`config.mk`:
```
export PLATFORM = sky130hd
export DESIGN_NAME = pulse_width_meter
export DESIGN_NICKNAME = d
export VERILOG_FILES = /design/src/rtl/pwm_pkg.sv /design/src/rtl/pwm_out_reg.sv /design/src/rtl/pulse_width_meter.sv
export SDC_FILE = /design/constraint.sdc
export NUM_CORES = 1
export LEC_CHECK = 0
export CAP_MARGIN = 5
export CORE_ASPECT_RATIO = 0.5
export CORE_MARGIN = 2
export CORE_UTILIZATION = 34
export CTS_CLUSTER_DIAMETER = 200
export DETAILED_ROUTE_END_ITERATION = 8
export PLACE_DENSITY = 0.55
export SLEW_MARGIN = 20
export SYNTH_ARGS = -nofsm -noshare
export SYNTH_HDL_FRONTEND = slang
export SYNTH_HIERARCHICAL = 1
export SYNTH_SLANG_ARGS = --single-unit
```
`constraint.sdc`:
```
create_clock -name clk -period 3.3 [get_ports clk]
set_clock_uncertainty 0.2 [all_clocks]
set_input_delay 0.66 -clock clk [delete_from_list [all_inputs] [get_ports clk]]
set_output_delay 0.66 -clock clk [all_outputs]
set_load 0.005 [all_outputs]
```
`src/rtl/pwm_pkg.sv`:
```
// Shared types and helpers for the pulse width meter.
// Saturating increment is shared by the width counter and the statistics.
package pwm_pkg;

  localparam int CNT_W_DEF  = 16;
  localparam int STAT_W_DEF = 16;

  typedef enum logic {
    IDLE,
    MEASURE
  } state_t;

  function automatic logic [31:0] sat_inc(
    input logic [31:0] v,
    input logic [31:0] max
  );
    return (v >= max) ? max : v + 32'd1;
  endfunction

endpackage

```
`src/rtl/pwm_out_reg.sv`:
```
// Single-entry valid/ready result register.
// A result arriving while the entry is held and not drained is dropped.
module pwm_out_reg
  import pwm_pkg::*;
#(
  parameter int W = CNT_W_DEF
) (
  input  logic         clk,
  input  logic         reset_n,
  input  logic         done,
  input  logic [W-1:0] done_width,
  input  logic         done_sat,
  input  logic         ready,
  output logic         valid,
  output logic [W-1:0] data,
  output logic         sat,
  output logic         drop
);

  logic fire;
  logic take;

  assign fire = valid && ready;
  assign take = done && (!valid || ready);
  assign drop = done && valid && !ready;

  always_ff @(posedge clk or negedge reset_n) begin
    if (!reset_n) begin
      valid <= 1'b0;
      data  <= '0;
      sat   <= 1'b0;
    end else if (take) begin
      valid <= 1'b1;
      data  <= done_width;
      sat   <= done_sat;
    end else if (fire) begin
      valid <= 1'b0;
    end
  end

endmodule

```
`src/rtl/pulse_width_meter.sv`:
```
// Measures high-pulse widths from rising/falling edge strobes
// and keeps pulse count, maximum width and drop statistics.
module pulse_width_meter
  import pwm_pkg::*;
#(
  parameter int CNT_W  = CNT_W_DEF,
  parameter int STAT_W = STAT_W_DEF
) (
  input  logic              clk,
  input  logic              reset_n,
  input  logic              rising_edge,
  input  logic              falling_edge,
  input  logic              clear,
  output logic              width_valid,
  input  logic              width_ready,
  output logic [CNT_W-1:0]  width_data,
  output logic              width_sat,
  output logic [STAT_W-1:0] pulse_cnt,
  output logic [CNT_W-1:0]  max_width,
  output logic [STAT_W-1:0] drop_cnt
);

  localparam logic [CNT_W-1:0]  CNT_MAX  = '1;
  localparam logic [STAT_W-1:0] STAT_MAX = '1;

  state_t            state;
  state_t            state_nxt;
  logic [CNT_W-1:0]  cnt;
  logic [CNT_W-1:0]  cnt_inc;
  logic              sat_flag;
  logic              start;
  logic              step;
  logic              done;
  logic              drop;

  assign cnt_inc = CNT_W'(sat_inc(32'(cnt), 32'(CNT_MAX)));

  always_ff @(posedge clk or negedge reset_n) begin
    if (!reset_n) state <= IDLE;
    else          state <= state_nxt;
  end

  always_comb begin
    state_nxt = state;
    unique case (state)
      IDLE:    if (rising_edge)  state_nxt = MEASURE;
      MEASURE: if (falling_edge) state_nxt = IDLE;
    endcase
  end

  always_comb begin
    start = (state == IDLE) && rising_edge;
    step  = (state == MEASURE) && !falling_edge;
    done  = (state == MEASURE) && falling_edge;
  end

  always_ff @(posedge clk or negedge reset_n) begin
    if (!reset_n) begin
      cnt      <= '0;
      sat_flag <= 1'b0;
    end else begin
      unique case (1'b1)
        start: begin
          cnt      <= CNT_W'(1);
          sat_flag <= 1'b0;
        end
        step: begin
          cnt      <= cnt_inc;
          sat_flag <= sat_flag | (cnt_inc == CNT_MAX);
        end
        default: ;
      endcase
    end
  end

  pwm_out_reg #(
    .W (CNT_W)
  ) u_out (
    .clk        (clk),
    .reset_n    (reset_n),
    .done       (done),
    .done_width (cnt),
    .done_sat   (sat_flag),
    .ready      (width_ready),
    .valid      (width_valid),
    .data       (width_data),
    .sat        (width_sat),
    .drop       (drop)
  );

  // clear outranks any statistic update in the same cycle
  always_ff @(posedge clk or negedge reset_n) begin
    if (!reset_n) begin
      pulse_cnt <= '0;
      max_width <= '0;
      drop_cnt  <= '0;
    end else if (clear) begin
      pulse_cnt <= '0;
      max_width <= '0;
      drop_cnt  <= '0;
    end else if (done) begin
      pulse_cnt <= STAT_W'(sat_inc(32'(pulse_cnt), 32'(STAT_MAX)));
      if (cnt > max_width) max_width <= cnt;
      if (drop)
        drop_cnt <= STAT_W'(sat_inc(32'(drop_cnt), 32'(STAT_MAX)));
    end
  end

endmodule

```
======== Word level (Yosys, flattened, before mapping) ========
Cells that the tools add are included.
cells by class
  equality and inequality tests ........... 1
  $add $sub $neg .......................... 3
  bitwise operators ....................... 2
  reduce and logical (&&, ||, !) cells .... 18
  mux-type cells .......................... 18
  order comparisons ....................... 4
operators with widths
  operator                                       count
  two-way mux 16 bit                             11
  adder 16 x 1 -> 16 bit, second input constant  3
  >= comparator 16 bit, second input constant    3
  one-hot mux 16 bit (2 select lines)            1
  equality test 16 bit, second input constant    1
  greater-than comparator 16 bit                 1
  nonzero test 2 bit                             5
  logical AND 1 bit                              7
  two-way mux 1 bit                              4
  one-hot mux 1 bit (2 select lines)             2
  AND reduction 2 bit                            2
  zero test 1 bit                                3
  logical OR 1 bit                               1
  NOT 1 bit                                      1
  bitwise OR 1 bit                               1
storage, ports and cells
  input bits .............................. 6
  output and inout port bits .............. 66
  bits in registers ....................... 84
  logic and storage cells ................. 55

======== Depth between registers and ports, before layout ========
Gate-level depths: netlist (run 1).
  word-level depth ........................ 6
  mapped depth ............................ 11
  gate-level depth less buffers ........... 9

======== Modules after synthesis ========
Netlist (run 1), hierarchy kept.
modules (own cells, without submodules)
  module             cells an instance  times used  seq. area each (µm²)  area each (µm²)
  pulse_width_meter  440                1           1651.6                4011.3
  pwm_out_reg        41                 1           450.4                 735.7

======== Worst setup path before layout (run 1) ========
OpenSTA, ideal clock, no wires.
  path kind ............................... input-to-reg
  from .................................... input falling_edge
  to ...................................... register drop_cnt[9]
  setup slack ............................. 0.805 ns
  required time ........................... 2.964 ns
  arrival ................................. 2.159 ns
  library setup time ...................... 0.136 ns
  stages on the path ...................... 11
  path through ............................ nand2_1 inv_1 clkbuf_1 inv_1 nor2_1 and3_1 clkbuf_1 buf_2 nand2_1 nor3_1 nor3_1
between the ends
  word-level cells in the longest chain between the ends .. 5
  elaborated cells between the ends (all ways) .. 6
ends and longest elaborated chain
  what                                  RTL line                  source
  start: declaration                    pulse_width_meter.sv:12   input logic falling_edge,
  logical AND 1 bit                     pulse_width_meter.sv:54   done = (state == MEASURE) && falling_edge;
  net done                              pulse_width_meter.sv:33   logic done;
  logical AND 1 bit (2 in a row)        pwm_out_reg.sv:25         assign drop = done && valid && !ready;
  net drop                              pulse_width_meter.sv:34   logic drop;
  nonzero test 2 bit (no source line)   n/a
  AND reduction 2 bit (no source line)  n/a
  end signal: assignment                pulse_width_meter.sv:105  drop_cnt <= STAT_W'(sat_inc(32'(drop_cnt), 32'(STAT_MAX)));
  end: declaration                      pulse_width_meter.sv:20   output logic [STAT_W-1:0] drop_cnt
The timed path passes the listed nets, and every way through them passes these cells.
A chain may end at the register's enable or synchronous reset.

======== Worst setup path in the final report (run 1) ========
  from .................................... register max_width[1]
  to ...................................... register max_width[7]
between the ends
  word-level cells in the longest chain between the ends .. 3
ends and longest elaborated chain
  what                                  RTL line                  source
  start: declaration                    pulse_width_meter.sv:19   output logic [CNT_W-1:0] max_width,
  start signal: assignment              pulse_width_meter.sv:103  if (cnt > max_width) max_width <= cnt;
  greater-than comparator 16 bit        pulse_width_meter.sv:103
  nonzero test 2 bit (no source line)   n/a
  AND reduction 2 bit (no source line)  n/a
No other way between the ends.

==> results of run 1 <==
==> layer usage <==
metal / vias up / track usage (%) / part of all wire, %
li1: 1907 / - / -
met3: 13 / 3.89 / 3.2
met1: 1931 / 23.3 / 50
met5: - / 0 / 0
met4: 0 / 4.16 / 1.1
met2: 72 / 27.0 / 46
==> kinds of logic after synthesis <==
kind of cell | count (synthesis) | share of synthesized area, %
muxes | 36 | 8.83
buffers and inverters | 46 | 5.48
and+or+nand+nor | 193 | 22.1
AOI/OAI and AO/OA | 101 | 13.9
adders and majority gates | 19 | 5.01
DFF | 84 | 44.3
xor gates and xnor gates | 2 | 0.369
==> sequential cells by signal (all words and copies together), names as in the netlist <==
name and cells:
u_out/valid 1, pulse_cnt 16, drop_cnt 16, max_width 16, u_out/sat 1, u_out/data 16, sat_flag 1, cnt 16
state 1
==> report_power, final <==
group          internal [µW]  total (µW)  switching [µW]
Combinational            225         459             235
Clock                    818        1250             434
Sequential              1080        1120            38.6
==> worst min path at each step <==
stage	from	endpoint	slack [ps]	depth (start not counted)
after floorplan	reset_n	cnt[0]	160	0
after CTS	reset_n	pulse_cnt[15]	130	1
final	reset_n	pulse_cnt[15]	100	1
after global routing	reset_n	pulse_cnt[15]	140	1
after detailed placement	sat_flag	sat_flag	300	1
after global placement	u_out/data[11]	u_out/data[11]	290	1
==> Yosys cell counts (all sizes together) (9+ instances only) <==
cell | number | share of area [%]
o21ai | 19 | 2.1
nand4 | 10 | 1.4
nand2b | 35 | 4.8
dfrtp | 84 | 44
clkbuf | 14 | 1.5
mux2i | 19 | 4.0
and3 | 13 | 1.8
inv | 21 | 1.7
a211oi | 17 | 2.7
a21oi | 28 | 3.0
a31oi | 9 | 1.2
nand3 | 33 | 3.8
ha | 19 | 5.0
buf | 11 | 2.3
mux2 | 17 | 4.8
nor3 | 21 | 2.2
nor2 | 38 | 3.0
nand2 | 22 | 1.9
==> cell type report <==
type                            instances  share of cell area (%)
Clock inverter                          6                    2.26
Tap cell                              192                    3.99
Sequential cell                        84                    34.9
Inverter                               21                    1.31
Multi-Input combinational cell        351                    39.6
Timing Repair Buffer                   89                    14.1
Clock buffer                           10                    3.80
==> per-stage QoR <==
stage	cells	hold WS, ps	cell area (µm²)	utilization, %
2_1_floorplan	481	164	4750	-
3_3_place_gp	737	291	5660	41.6
3_5_place_dp	737	295	5660	41.6
4_1_cts	753	126	6020	44.3
5_1_grt	753	145	6020	44.3
6_report	753	101	6020	44.3
==> metrics.yaml, run 1 <==
critical_path:
  crit_slowest_cell: "a211o_1"
  cp_data_required_time_ps: 3350
  worstPathCellList: "inv_1, ha_1, nor2b_1, o211ai_1, a2111oi_1, a211oi_1, a211o_1, mux2i_1"
  reg2reg_depth: 8
  rrSetupSlack_ps: 450
  cp_top_family: "compound AO/OA/AOI/OAI gates"
  crit_arrival_ps: 2900
  crit_fanout: 16
  path_depth: 8
  r2r-start: "max_width[1]"
  start_kind: "register"
  crit_buf_inv: 1
  crit_end: "max_width[7]"
  crit_type: "reg2reg"
  r2r_end: "max_width[7]"
  critPathLaunch: "max_width[1]"
  crit_path_max_incr_delay_ps: 750
  endpoint_kind: "register"
global_routing:
  grt_pass1_vias: 3824
  grt_usage_pct: 16.8
  grt_max_degree: 50
  grt_pass1_wl_um: 19700
  overflow: 0
  antenna_found_initial: 0
place:
  finalWeightedCongestion: 0.820
  io_buffers: 71
  dp_slack_ps: 477
  hpwl_um: 8500
synthesis:
  postSynthAreaPerCell_um2: 9.87
  ys_seq_area_share_pct: 44.3
  yosys_register_bits: 84
  synthArstFlopShare_pct: 100
  ys.flop_type: "dfrtp_1"
  syn_inst: 481
  synth_cell_types: 53
  synth_nets: 506
  synth_edf_count: 0
  syn_area_um2: 4750
  yosys_warnings: 6
floorplan:
  pin_count: 72
  core_um2: 13600
  row_count: 30
  die_width_um: 171
  initial_core_util_pct: 34.9
  die_area_um2: 15000
  die_y_um: 87.6
power:
  p_total_uw: 2830
  p_per_area_nw_per_um2: 470
  p_leak_uw: 0.00256
  peakVddDrop_mv: 0.282
timing:
  setup_ws_ps: 453
  finalCritPeriodShare_pct: 86.3
  finalSetupTns_ps: 0
  grt_setup_unrepaired: "no"
  tightest_slew_ps: 889
  fmax_mhz: 351
  setup_viol: 0
  drv_slew: 0
  layout_min_cycle_time_ps: 2850
  finalHoldViolCount: 0
  slew_headroom_pct: 40.7
status:
  status: "completed"
cts:
  cts_root_buf: "clkbuf_16"
  cts_buffer_depth: 2
  cts_resized: 0
  cts_tree: "built"
  clk_pin_slew_worst_paths_ps: 60
  htreeDepth: 3
  clk_latency_ps: 350
  cts_setup_buffers: 0
  cts_sinks: 84
  hold_buffers: 0
  cts_made_buffers: 9
drt:
  num_vias: 3923
  vias_per_cell: 5.21
  dr.pass1.iters: 6
  drt_iter0_drc: 245
  drcViolationCount: 0
  wl_per_cell_um: 16.1
  totalWireLength_um: 12100
  ant_nets: 0
cells_and_area:
  fillers: 1345
  synthToLayoutAreaGrowth_pct: 26.9
  drive_above_1_share_pct: 11.4
  seqCellArea_um2: 2100
  mostFrequentLayoutCells: "dfrtp_1 (84), clkdlybuf4s50_1 (69), nor2_1 (38), nand2b_1 (34), nand3_1 (30)"
  final_common_cell: "dfrtp_1"
  diodes: 0
  nets: 581
  multi_input_comb_area_um2: 2380
hold_path:
  hp-class: "in2async"
run:
  maxCapViolCount: 0
Note: power is estimated with default switching activity, not from simulation.
==> inputs of run 2 (changes only) <==
==> constraint.sdc (replaced) <==
create_clock -name clk -period 3.3 [get_ports clk]
set_clock_uncertainty 0.2 [all_clocks]
set_input_delay 0.99 -clock clk [delete_from_list [all_inputs] [get_ports clk]]
set_output_delay 0.99 -clock clk [all_outputs]
set_load 0.005 [all_outputs]
==> run 2 against run 1 <==
  * Sequential share of layout area up 0.080 points
  * Clock power down 16%
  * Die area unchanged
  * Maximum frequency up 2.5%
  * Sequential cell count unchanged
  * Utilization down 0.10 points
  * First-iteration DRC count down 13%
  * Count of clock-buffer cells in the layout unchanged
  * Sequential power about the same
  * Total power down 6.8%
  * Combinational power up 2%
==> metrics.yaml, run 2 (synthesis gave the netlist of run 1 again) <==
timing:
  finalCritPeriodShare_pct: 84.2  # -2.1 points
  finalHoldViolCount: 0  # unchanged
  finalSetupTns_ps: 0  # unchanged
  slew_headroom_pct: 63.5  # +23 points
  drv_slew: 0  # unchanged
  fmax_mhz: 360  # +2.5%
  layout_min_cycle_time_ps: 2780  # -69.5 ps
  setup_viol: 0  # unchanged
  tightest_slew_ps: 548  # -341 ps
  grt_setup_unrepaired: "no"
cts:
  cts_made_buffers: 9  # unchanged
  cts_resized: 0  # unchanged
  cts_buffer_depth: 2  # unchanged
  clk_pin_slew_worst_paths_ps: 60  # about the same
  cts_sinks: 84  # unchanged
  cts_setup_buffers: 0  # unchanged
  cts_tree: "built"
  clk_latency_ps: 330  # -20 ps
  hold_buffers: 0  # unchanged
  cts_root_buf: "clkbuf_16"
  htreeDepth: 3  # unchanged
floorplan:
  die_area_um2: 15000  # unchanged
  core_um2: 13600  # unchanged
  die_y_um: 87.6  # unchanged
  pin_count: 72  # unchanged
  die_width_um: 171  # unchanged
  row_count: 30  # unchanged
  initial_core_util_pct: 34.9  # unchanged
drt:
  num_vias: 3900  # -0.59%
  dr.pass1.iters: 5  # -1
  drcViolationCount: 0  # unchanged
  drt_iter0_drc: 212  # -13%
  vias_per_cell: 5.15  # -1.2%
  totalWireLength_um: 11700  # -3.7%
  ant_nets: 0  # unchanged
  wl_per_cell_um: 15.4  # -4.4%
place:
  finalWeightedCongestion: 0.797  # -2.7%
  hpwl_um: 8380  # -1.4%
  io_buffers: 71  # unchanged
power:
  power.switching_uw: 665  # -5.9%
  p_per_area_nw_per_um2: 439  # -6.6%
  p_leak_uw: 0.00257  # +0.20%
  clockPowerShare_pct: 39.9  # -4.3 points
  p_total_uw: 2640  # -6.8%
  power.share.switching_pct: 25.2  # +0.25 points
  p_comb_share_pct: 17.6  # +1.4 points
  p_int_uw: 1970  # -7.1%
  seqPwrFrac_pct: 42.5  # +3.0 points
  peakVddDrop_mv: 0.240  # -15%
cells_and_area:
  final_common_cell: "dfrtp_1"
  nets: 587  # +1.0%
  multi_input_comb_area_um2: 2380  # unchanged
  fillers: 1348  # +0.22%
  diodes: 0  # unchanged
  seqCellArea_um2: 2100  # unchanged
  synthToLayoutAreaGrowth_pct: 26.6
  mostFrequentLayoutCells: "dfrtp_1 (84), clkdlybuf4s50_1 (69), nor2_1 (38), nand2b_1 (34), nand3_1 (30)"
  drive_above_1_share_pct: 12.2  # +0.78 points
global_routing:
  grt_pass1_wl_um: 19400  # -1.3%
  grt_pass1_vias: 3672  # -4.0%
  grt_usage_pct: 16.5  # -0.34 points
  overflow: 0  # unchanged
  grt_max_degree: 42  # -16%
  antenna_found_initial: 0  # unchanged
critical_path:
  reg2reg_depth: 7  # -1
  rrSetupSlack_ps: 770  # +320 ps
  cp_data_required_time_ps: 3290  # -60 ps
  crit_fanout: 10  # -6
  r2r_end: "max_width[12]"
  crit_type: "in2reg"
  path_common_cell: "inv_1"
  cp_top_family: "buffers and inverters"
  endpoint_kind: "register"
  crit_buf_inv: 4  # +3
  crit_arrival_ps: 2770  # -130 ps
  start_kind: "primary input"
  crit_slowest_cell: "clkdlybuf4s50_1"
  r2r-start: "cnt[10]"
  worstPathCellList: "clkdlybuf4s50_1, nand2_1, inv_1, inv_1, nor2_1, and3_1, buf_4, nand3_1, o21ai_0, a211oi_1"
  crit_path_max_incr_delay_ps: 530  # -220 ps
hold_path:
  hp-class: "reg2reg"
  whs_endpoint: "u_out/data[14]"
  min_from: "u_out/data[14]"
  hold_depth: 1
run:
  maxCapViolCount: 0  # unchanged
status:
  status: "completed"
[run 2: changes by cell type in the layout (fill, tap and decap cells not counted)]
cell | before | now
clkinv_4 | 1 | 0
clkinv_2 | 0 | 2
bufinv_16 | 4 | 2
buf_4 | 18 | 24
[run 2: final cells by class]
| class | count | share of cell area (%) |
|---|---|---|
| sequential | 84 | 35.0 |
| multi-input combinational | 351 | 39.7 |
| inverter | 21 | 1.31 |
| clock buffer | 10 | 3.81 |
| tap | 192 | 4.00 |
| timing repair buffer | 95 | 14.9 |
| clock inverter | 5 | 1.29 |
[run 2: how the worst max path moves through the flow]
stage,to,startpoint,depth (start not counted),slack (ps)
2_1_floorplan,drop_cnt[9],falling_edge,11,470
3_3_place_gp,drop_cnt[5],falling_edge,10,240
3_5_place_dp,drop_cnt[5],falling_edge,10,140
4_1_cts,drop_cnt[5],falling_edge,10,490
5_1_grt,drop_cnt[2],falling_edge,10,330
6_report,drop_cnt[2],falling_edge,10,520
[run 2: metal layers]
metal / vias up / global-route usage (%) / wire length [µm]
met5: - / 0 / 0
met4: 0 / 4.16 / 110
met3: 11 / 3.43 / 411
met2: 79 / 25.7 / 5240
met1: 1895 / 23.6 / 5900
li1: 1915 / - / -
[run 2: metrics by stage]
step / hold WS [ps] / util [%] / std cells / cell area [µm²] / setup slack (ps)
floorplan: 269 / - / 481 / 4750 / 475
global placement: 293 / 42.0 / 743 / 5700 / 239
detailed placement: 295 / 42.0 / 743 / 5700 / 140
CTS: 313 / 44.2 / 758 / 6010 / 489
global route: 326 / 44.2 / 758 / 6010 / 329
finish: 309 / 44.2 / 758 / 6010 / 522
[run 2: power by group through the flow]
| stage | clock network, µW | registers, µW | logic, µW |
|---|---|---|---|
| floorplan | 0 | 1140 | 274 |
| global placement | 0 | 1140 | 469 |
| detailed placement | 0 | 1140 | 471 |
| CTS | 1090 | 1120 | 472 |
| global route | 1130 | 1130 | 516 |
| finish | 1050 | 1120 | 466 |
==> inputs of run 3 (changes only) <==
--- a/config.mk
+++ b/config.mk
@@ -11,7 +11,7 @@
 export CORE_UTILIZATION = 34
 export CTS_CLUSTER_DIAMETER = 200
 export DETAILED_ROUTE_END_ITERATION = 8
-export PLACE_DENSITY = 0.55
+export PLACE_DENSITY = 0.57
 export SLEW_MARGIN = 20
 export SYNTH_ARGS = -nofsm -noshare
 export SYNTH_HDL_FRONTEND = slang
==> constraint.sdc (replaced) <==
create_clock -name clk -period 2.55 [get_ports clk]
set_clock_uncertainty 0.2 [all_clocks]
set_input_delay 0.765 -clock clk [delete_from_list [all_inputs] [get_ports clk]]
set_output_delay 0.765 -clock clk [all_outputs]
set_load 0.005 [all_outputs]
==> run 3 against run 2 <==
  * Combinational power is 32% higher
  * Critical path depth shrank 9
  * Final area up 2.4%
  * First-iteration DRC count grew 26%
  * Critical endpoint is now drop_cnt[7]
  * Highest routed layer unchanged
==> metrics.yaml, run 3 (synthesis gave the netlist of run 1 again) <==
timing:
  grt_setup_unrepaired: "no"
  finalHoldViolCount: 0  # unchanged
  drv_slew: 0  # unchanged
  fmax_mhz: 419
  finalSetupTns_ps: 0  # unchanged
  tightest_slew_ps: 416  # -132 ps
  setup_viol: 0  # unchanged
  slew_headroom_pct: 72.3  # +8.8 points
  finalCritPeriodShare_pct: 93.5
  layout_min_cycle_time_ps: 2390
floorplan:
  row_count: 30  # unchanged
  core_um2: 13600  # unchanged
  die_y_um: 87.6  # unchanged
  die_area_um2: 15000  # unchanged
  initial_core_util_pct: 34.9  # unchanged
  pin_count: 72  # unchanged
  die_width_um: 171  # unchanged
place:
  place_area_um2: 5870  # +2.9%
  io_buffers: 71  # unchanged
  finalWeightedCongestion: 0.844  # +5.9%
  hpwl_um: 8400  # +0.29%
cts:
  cts_sinks: 84  # unchanged
  clk_latency_ps: 340  # about the same
  cts_made_buffers: 9  # unchanged
  hold_buffers: 0  # unchanged
  htreeDepth: 3  # unchanged
  cts_buffer_depth: 2  # unchanged
  cts_root_buf: "clkbuf_16"
  clk_pin_slew_worst_paths_ps: 60  # about the same
  cts_tree: "built"
drt:
  ant_nets: 0  # unchanged
  drt_iter0_drc: 268  # +26%
  totalWireLength_um: 11800  # +0.96%
  num_vias: 3911  # +0.28%
  dr.pass1.iters: 4  # -1
  wl_per_cell_um: 15.1  # -1.5%
  drcViolationCount: 0  # unchanged
  vias_per_cell: 5.03  # -2.2%
cells_and_area:
  final_util_pct: 45.3  # +1.1 points
  drive_above_1_share_pct: 15.9  # +3.7 points
  diodes: 0  # unchanged
  final_common_cell: "dfrtp_1"
  synthToLayoutAreaGrowth_pct: 29.6
  nets: 606  # +3.2%
  mostFrequentLayoutCells: "dfrtp_1 (83), clkdlybuf4s50_1 (69), buf_4 (41), nor2_1 (37), nand2b_1 (34)"
  design_area_um2: 6150  # +2.4%
power:
  clockPowerShare_pct: 36.4  # -3.5 points
  peakVddDrop_mv: 0.292  # +22%
  seqPwrFrac_pct: 44.7  # +2.2 points
  power.share.switching_pct: 27.2  # +2.0 points
  p_int_uw: 2370  # +20%
  p_comb_share_pct: 18.9  # +1.3 points
  power.switching_uw: 886  # +33%
  p_leak_uw: 0.00265  # +3.1%
  p_per_area_nw_per_um2: 529  # +21%
global_routing:
  grt_max_degree: 65  # +55%
  grt_usage_pct: 16.5  # about the same
  overflow: 0  # unchanged
  grt_pass1_vias: 3824  # +4.1%
  grt_pass1_wl_um: 19300  # -0.46%
  antenna_found_initial: 0  # unchanged
hold_path:
  hp-class: "in2async"
status:
  status: "completed"
critical_path:
  crit_slowest_cell: "clkdlybuf4s50_1"
  crit_arrival_ps: 1420  # -1350 ps
  worstPathCellList: "clkdlybuf4s50_1"
  crit_fanout: 9  # -1
  endpoint_kind: "primary output"
  crit_buf_inv: 1  # -3
  cp_data_required_time_ps: 1590  # -1700 ps
  crit_type: "reg2out"
  rrSetupSlack_ps: 180  # -590 ps
  cp_top_family: "buffers and inverters"
  crit_path_max_incr_delay_ps: 570  # +40 ps
  start_kind: "register"
run:
  maxCapViolCount: 0  # unchanged
## run 3: path summary, 6_finish.rpt
| path | end | depth (start not counted) | startpoint |
|---|---|---|---|
| setup reg to reg | max_width[12] | 8 | max_width[9] |
| max in group asynchronous | cnt[0] | 2 | reset_n |
| setup / recovery | drop_cnt[7] | 1 | drop_cnt[7] |
| min in group clk | u_out/data[8] | 1 | u_out/data[8] |
| hold reg to reg | u_out/data[8] | 1 | u_out/data[8] |
| hold / removal | drop_cnt[0] | 1 | reset_n |
## run 3: cell type report
cell class | instances | area [µm²]
inverter | 21 | 78.8
fill | 1320 | 7440
sequential | 84 | 2100
tap | 192 | 240
clock inverter | 5 | 30.0
timing repair buffer | 114 | 1060
clock buffer | 10 | 229
multi-input combinational | 351 | 2410
## run 3: repair_timing
action                                  CTS  global route
setup buffers                             0             0
gates resized for setup                   0             6
endpoints found under the setup margin    0            24
## run 3: routing by layer
metal / track usage [%] / vias to the layer above / wire (µm)
met5: 0 / - / 0
met4: 4.93 / 0 / 93
met3: 4.07 / 8 / 464
met2: 26.6 / 65 / 5370
met1: 22.3 / 1884 / 5840
li1: - / 1954 / -
## run 3: power groups by stage
stage | clock, µW | sequential, µW | combinational (µW)
6_report | 1180 | 1460 | 616
3_3_place_gp | 0 | 1480 | 603
3_5_place_dp | 0 | 1480 | 608
2_1_floorplan | 0 | 1480 | 355
4_1_cts | 1220 | 1460 | 612
5_1_grt | 1280 | 1470 | 683
## run 3: per-stage QoR
step | hold slack [ps] | power [µW] | instances | setup WS, ps
floorplan | 269 | 1830 | 481 | 102
global placement | 295 | 2080 | 762 | -69.4
detailed placement | 298 | 2090 | 762 | -130
CTS | 163 | 3290 | 777 | 77.3
global route | 178 | 3430 | 777 | 14.0
finish | 160 | 3250 | 777 | 165
